`src/rtl/nonce_sweeper.sv`:
```
// Nonce sweeper: launches {prefix, nonce} messages into the miner core one at a time,
// waits out the core's fixed hash latency and keeps the first nonce whose hash is valid.
module nonce_sweeper #(
    parameter int HASH_LATENCY = 230,
    parameter int PREFIX_W     = 376
) (
    input  logic                   clk,
    input  logic                   rst,
    input  logic                   start,
    input  logic                   abort,
    input  logic [PREFIX_W-1:0]    header_prefix,
    input  logic [408-PREFIX_W-1:0] nonce_start,
    input  logic [408-PREFIX_W-1:0] nonce_end,
    input  logic                   validBTC,
    input  logic [255:0]           SHAoutput,
    output logic                   newMsg,
    output logic [407:0]           inputMsg,
    output logic                   busy,
    output logic                   found,
    output logic                   exhausted,
    output logic [408-PREFIX_W-1:0] found_nonce,
    output logic [255:0]           found_hash,
    output logic [31:0]            hash_count
);

    localparam int NONCE_W = 408 - PREFIX_W;
    localparam int CNT_W   = (HASH_LATENCY > 1) ? $clog2(HASH_LATENCY) : 1;
    localparam logic [CNT_W-1:0] LAST_WAIT = CNT_W'(HASH_LATENCY - 1);

    typedef enum logic [1:0] {
        S_IDLE,
        S_LAUNCH,
        S_WAIT,
        S_CHECK
    } state_t;

    state_t               r_state;
    state_t               w_nextState;

    logic [PREFIX_W-1:0]  r_prefix;
    logic [NONCE_W-1:0]   r_nonce;
    logic [NONCE_W-1:0]   r_end;
    logic [CNT_W-1:0]     r_waitCnt;
    logic                 r_found;
    logic                 r_exhausted;
    logic [NONCE_W-1:0]   r_foundNonce;
    logic [255:0]         r_foundHash;
    logic [31:0]          r_hashCount;

    logic                 w_accept;
    logic                 w_waitDone;
    logic                 w_lastNonce;

    assign w_accept    = start && !abort;
    assign w_waitDone  = (r_waitCnt == LAST_WAIT);
    assign w_lastNonce = (r_nonce == r_end);

    always_ff @(posedge clk) begin
        if (rst) begin
            r_state <= S_IDLE;
        end else begin
            r_state <= w_nextState;
        end
    end

    // Abort wins over everything once a sweep is running, including the CHECK outcome.
    always_comb begin
        w_nextState = r_state;
        case (r_state)
            S_IDLE: begin
                if (w_accept) begin
                    w_nextState = S_LAUNCH;
                end
            end
            S_LAUNCH: begin
                w_nextState = abort ? S_IDLE : S_WAIT;
            end
            S_WAIT: begin
                if (abort) begin
                    w_nextState = S_IDLE;
                end else if (w_waitDone) begin
                    w_nextState = S_CHECK;
                end
            end
            S_CHECK: begin
                if (abort || validBTC || w_lastNonce) begin
                    w_nextState = S_IDLE;
                end else begin
                    w_nextState = S_LAUNCH;
                end
            end
            default: begin
                w_nextState = S_IDLE;
            end
        endcase
    end

    always_comb begin
        newMsg = (r_state == S_LAUNCH) && !abort;
        busy   = (r_state != S_IDLE);
    end

    always_ff @(posedge clk) begin
        if (rst) begin
            r_prefix     <= '0;
            r_nonce      <= '0;
            r_end        <= '0;
            r_waitCnt    <= '0;
            r_found      <= 1'b0;
            r_exhausted  <= 1'b0;
            r_foundNonce <= '0;
            r_foundHash  <= '0;
            r_hashCount  <= '0;
        end else begin
            case (r_state)
                S_IDLE: begin
                    if (w_accept) begin
                        r_prefix     <= header_prefix;
                        r_nonce      <= nonce_start;
                        r_end        <= nonce_end;
                        r_found      <= 1'b0;
                        r_exhausted  <= 1'b0;
                        r_foundNonce <= '0;
                        r_foundHash  <= '0;
                        r_hashCount  <= '0;
                    end
                end
                S_LAUNCH: begin
                    r_waitCnt <= '0;
                end
                S_WAIT: begin
                    r_waitCnt <= r_waitCnt + CNT_W'(1);
                end
                S_CHECK: begin
                    // An aborted CHECK leaves count, nonce and result flags untouched.
                    if (!abort) begin
                        if (r_hashCount != '1) begin
                            r_hashCount <= r_hashCount + 32'd1;
                        end
                        if (validBTC) begin
                            r_found      <= 1'b1;
                            r_foundNonce <= r_nonce;
                            r_foundHash  <= SHAoutput;
                        end else if (w_lastNonce) begin
                            r_exhausted <= 1'b1;
                        end else begin
                            r_nonce <= r_nonce + NONCE_W'(1);
                        end
                    end
                end
                default: begin
                    r_waitCnt <= '0;
                end
            endcase
        end
    end

    assign inputMsg    = {r_prefix, r_nonce};
    assign found       = r_found;
    assign exhausted   = r_exhausted;
    assign found_nonce = r_foundNonce;
    assign found_hash  = r_foundHash;
    assign hash_count  = r_hashCount;

endmodule
```
`config.mk`:
```
export PLATFORM = sky130hd
export DESIGN_NAME = nonce_sweeper
export DESIGN_NICKNAME = d
export VERILOG_FILES = /design/src/rtl/nonce_sweeper.sv
export SDC_FILE = /design/constraint.sdc
export NUM_CORES = 1
export LEC_CHECK = 0
export BUFFER_PORTS_ARGS = -buffer_cell sky130_fd_sc_hd__buf_2
export CELL_PAD_IN_SITES_DETAIL_PLACEMENT = 0
export CELL_PAD_IN_SITES_GLOBAL_PLACEMENT = 2
export CORE_AREA = 4 4 549 551
export DETAILED_ROUTE_END_ITERATION = 8
export DIE_AREA = 0 0 553 555
export PLACE_DENSITY_LB_ADDON = 0.1
export RECOVER_POWER = 50
export SLEW_MARGIN = 20
export SYNTH_ARGS = -nofsm -noshare
export SYNTH_HDL_FRONTEND = slang
export SYNTH_SLANG_ARGS = --single-unit
```
`constraint.sdc`:
```
create_clock -name clk -period 2.5 [get_ports clk]
set_input_delay 0.25 -clock clk [delete_from_list [all_inputs] [get_ports clk]]
set_output_delay 0.25 -clock clk [all_outputs]
set_load 0.01 [all_outputs]
```
==> metrics.md <==
| Metric | Value |
|---|---|
| Largest net degree at the start of global routing | around 170 |
| Placed cell areas | 40,900 um^2 |
| Post-route cell area | 50,900 um^2 |
| Worst vdd ir | 0.518 mV |
| Max incr delay on CP | 360 ps |
| Total core area | between 200,000 and 300,000 um^2 |
| Die area | roughly 310,000 um^2 |
| Via density per instance | 3.44 |
| Pre-Repair DR Iteration Count | 5 |
| Unrepaired setup endpoints after global routing | false |
| DRC | 0 |
| Synthesized area | 28,000 um^2 |
| Yosys top cell by area | dfxtp_1 |
| Root Driver | clkbuf_16 |
| EDFF count, synth | 0 |
| Final Util | roughly 17% |
| MaxCap Viol Count | 0 |
| WP depth | 10 |
| First-pass GRT wire length | 311,000 um |
| Hold Crit Class | in -> reg |
| Share of the yosys chip area belonging to registers | 55.3% |
| Chip width | about 550 um |
| Hold endpoint | r_nonce[28] |
| H-tree Lvls | 3 |
| Clk Latency, worst-skew pair | 850 ps |
| Crit-path max FO | 23 |
| Distinct cells, synth | 62 |
| #FFs+latches synth | ~770 |
| Routability Congestion | 0.815 |
| Post-synth top area share | 55.3% |
| Detailed Route WL | 234,000 um |
| Pleak | 18.8 nW |
| Layout Nets | ~6,200 |
| DRT antenna net count | 0 |
| Buf+Inv Stages, Crit Path | 4 |
| Actual slew at the worst max-slew pin | 1330 ps |
| Crit. End Element | flop |
| Layout cells sized above 1 | 19.8% |
| Yosys warnings | 0 |
| Syn_nets | 4,026 |
| Final slew viol count | 0 |
| Final-report setup violation count | 0 |
| WL/cell | between 20 and 25 um |
| Ports | roughly 1,400 |
| Die height | around 560 um |
| R2R cell count | 10 |
| Sink Count | 772 |
| Delay-heaviest family, CP | buffers and inverters |
| Vias in the first global route | between 30,000 and 40,000 |
| Clock skew | ~36 ps |
| Final Hold Fails | 0 |
| Headroom to the max-slew limit | roughly 11% |
| Max Root-Sink Buffers | 4 |
| Hold WS | 31.6 ps |
| Top cells by area, synth | dfxtp_1 (55%), nand2_1 (12%), a22oi_1 (7.8%) |
| Std cell rows | 200 |
| Clock Pin Slew Worst Setup and Hold Paths | 60 ps |
| TritonCTS buffer count | 118 |
| Worst r2r src | r_state[0] |
| Crit path DAT | 3160 ps |
| Ys flop type | dfxtp_1 |
| Initial antenna violation count | 94 |
| GRT Overall Usage | 14.5% |
| Fin Setup TNS | 0 ps |
| Power Dens Cells | 668 nW/um^2 |
| Crit path time final | 2390 ps |
| Final period util | 95.8% |
| Worst reg2reg endpoint | found_hash[67] |
| Hold Path Stages | 4 |
| Post-Syn Area per Cell | 8.43 um^2 |
| Hold Path Origin | nonce_start[28] |
| Initial core utilization | 9.44% |
| Crit path required time | 3270 ps |
| Overflow after GRT | 0 |
| Post-Synthesis Cells | 3,317 |
| CP startpoint kind | flop |
| Kind of critical path | reg -> reg |
| Port bufs | 1,432 |
| CTS tree | done |
| Top achievable clock speed | 418 MHz |
| FFs w/ async S/R, synth | 0% |
| R2R Setup Slk | 110 ps |
| DR iter-0 viols | 1,735 |
| Slowest-stage cell, CP | dfxtp_1 |
| CP Cell Sequence | inv_1 > ha_1 > mux2i_1 > buf_4 > or2_2 > nor2_4 > buf_12 > clkbuf_16 > a22oi_1 > nor2_1 |
| Status | finished, final reports clean |
| Vias | 32,879 |
| DP Wirelength | ~190,000 um |
| Area Growth Syn to Fin | 81.9% |
[synth_stat cells (8+ instances only)]
master,number
a21oi_1,436
a221o_1,8
a22oi_1,291
and3_1,9
buf_1,9
buf_2,43
clkbuf_1,213
dfxtp_1,772
ha_1,8
inv_1,17
nand2_1,879
nand3_1,26
nand4_1,34
nor2_1,344
nor3_1,10
o21ai_0,21
o22ai_1,9
or3_1,9
xnor2_1,43
xor2_1,17
[metal layers]
layer  wire, um  vias up  global-route usage [%]
li1           -    15701                       -
met1      99500    15715                    17.9
met2     109000     1144                    24.2
met3      20900      259                    5.67
met4       3810       60                    2.38
met5        369        -                       0
[power breakdown]
group	internal, W	switching [W]	leakage [nW]
Combinational	0.00184	0.00250	10.7
Sequential	0.0127	0.000267	6.27
Clock	0.00981	0.00688	1.82
Total	0.0243	0.00964	18.8
[sequential cells by signal (all words and copies together), names as in the netlist]
signal / cells
r_waitCnt: 8
r_state: 2
r_prefix: 376
r_nonce: 32
hash_count: 32
found_nonce: 32
r_end: 32
exhausted: 1
found_hash: 256
found: 1
[worst max-delay path by stage]
stage / start / endpoint
2_1_floorplan: r_state[0] / found_hash[166]
3_3_place_gp: r_nonce[0] / r_nonce[10]
3_5_place_dp: r_nonce[0] / r_nonce[10]
4_1_cts: r_nonce[7] / r_nonce[10]
5_1_grt: r_state[1] / hash_count[13]
6_report: r_state[0] / found_hash[67]
[worst register-to-register path: cells and delay by family, from the launching register on]
kind	cells	cell delay [ps]
AND/OR/NAND/NOR	3	550
AO/OA/AOI/OAI	1	110
multiplexers	1	160
flip-flops	1	360
buffers and inverters	4	920
adder cells (fa/ha/maj)	1	220
[layout by cell type (no fill, tap or decap), drive strengths merged, types with 4 or more instances in the layout]
cell type / instances
a32oi: 4
xor2: 17
a21oi: 437
or3: 9
a211oi: 6
a221o: 8
ha: 8
nor3b: 6
mux2i: 6
bufinv: 5
a2111oi: 5
nand3: 28
inv: 21
or4: 5
nand2: 879
nand4: 34
and2: 4
o211ai: 7
dfxtp: 772
a31oi: 5
clkinv: 15
diode: 32
o21ai: 23
a22oi: 291
nor3: 10
dlygate4sd3: 703
buf: 906
a211o: 4
and4: 7
o22ai: 9
o221ai: 4
and3: 9
nor4: 10
clkbuf: 901
nor2: 345
xnor2: 45
[area by class of cell]
class | instances | area, um^2
inverters | 17 | 63.8
clock inverters | 27 | 313
fillers | 34242 | 245000
multi-input cells | 2257 | 11400
well taps | 3939 | 4930
clock buffers | 178 | 3400
repair buffers | 2332 | 15300
flip-flops and latches | 772 | 15500
diodes | 32 | 80.1
[what timing repair did]
item | CTS | global route
hold endpoints to repair | 710 | 0
setup endpoints to repair | 24 | 71
hold buffers | 703 | 0
setup buffers | 0 | 1
gates resized for setup | 3 | 7
cloned | 0 | 1
pin swaps | 1 | 4
[cell families after synthesis]
logic type | Yosys count | synth area share, %
DFF | 772 | 55.3
xor gates and xnor gates | 62 | 2.00
AOI/OAI and AO/OA | 821 | 18.2
and+or+nand+nor | 1360 | 19.8
buffers and inverters | 288 | 4.22
adders and majority gates | 8 | 0.358
muxes | 6 | 0.215
[per-stage QoR]
step / std cells / setup WS, ps / power [W]
after floorplan: 3317 / 205 / 0.0144
after global placement: 8612 / -202 / 0.0168
after detailed placement: 8612 / -187 / 0.0167
after CTS: 9520 / 4.58 / 0.0352
after global routing: 9541 / 0.856 / 0.0357
final: 9554 / 106 / 0.0340
No activity file was read; power rests on OpenSTA's default activity.
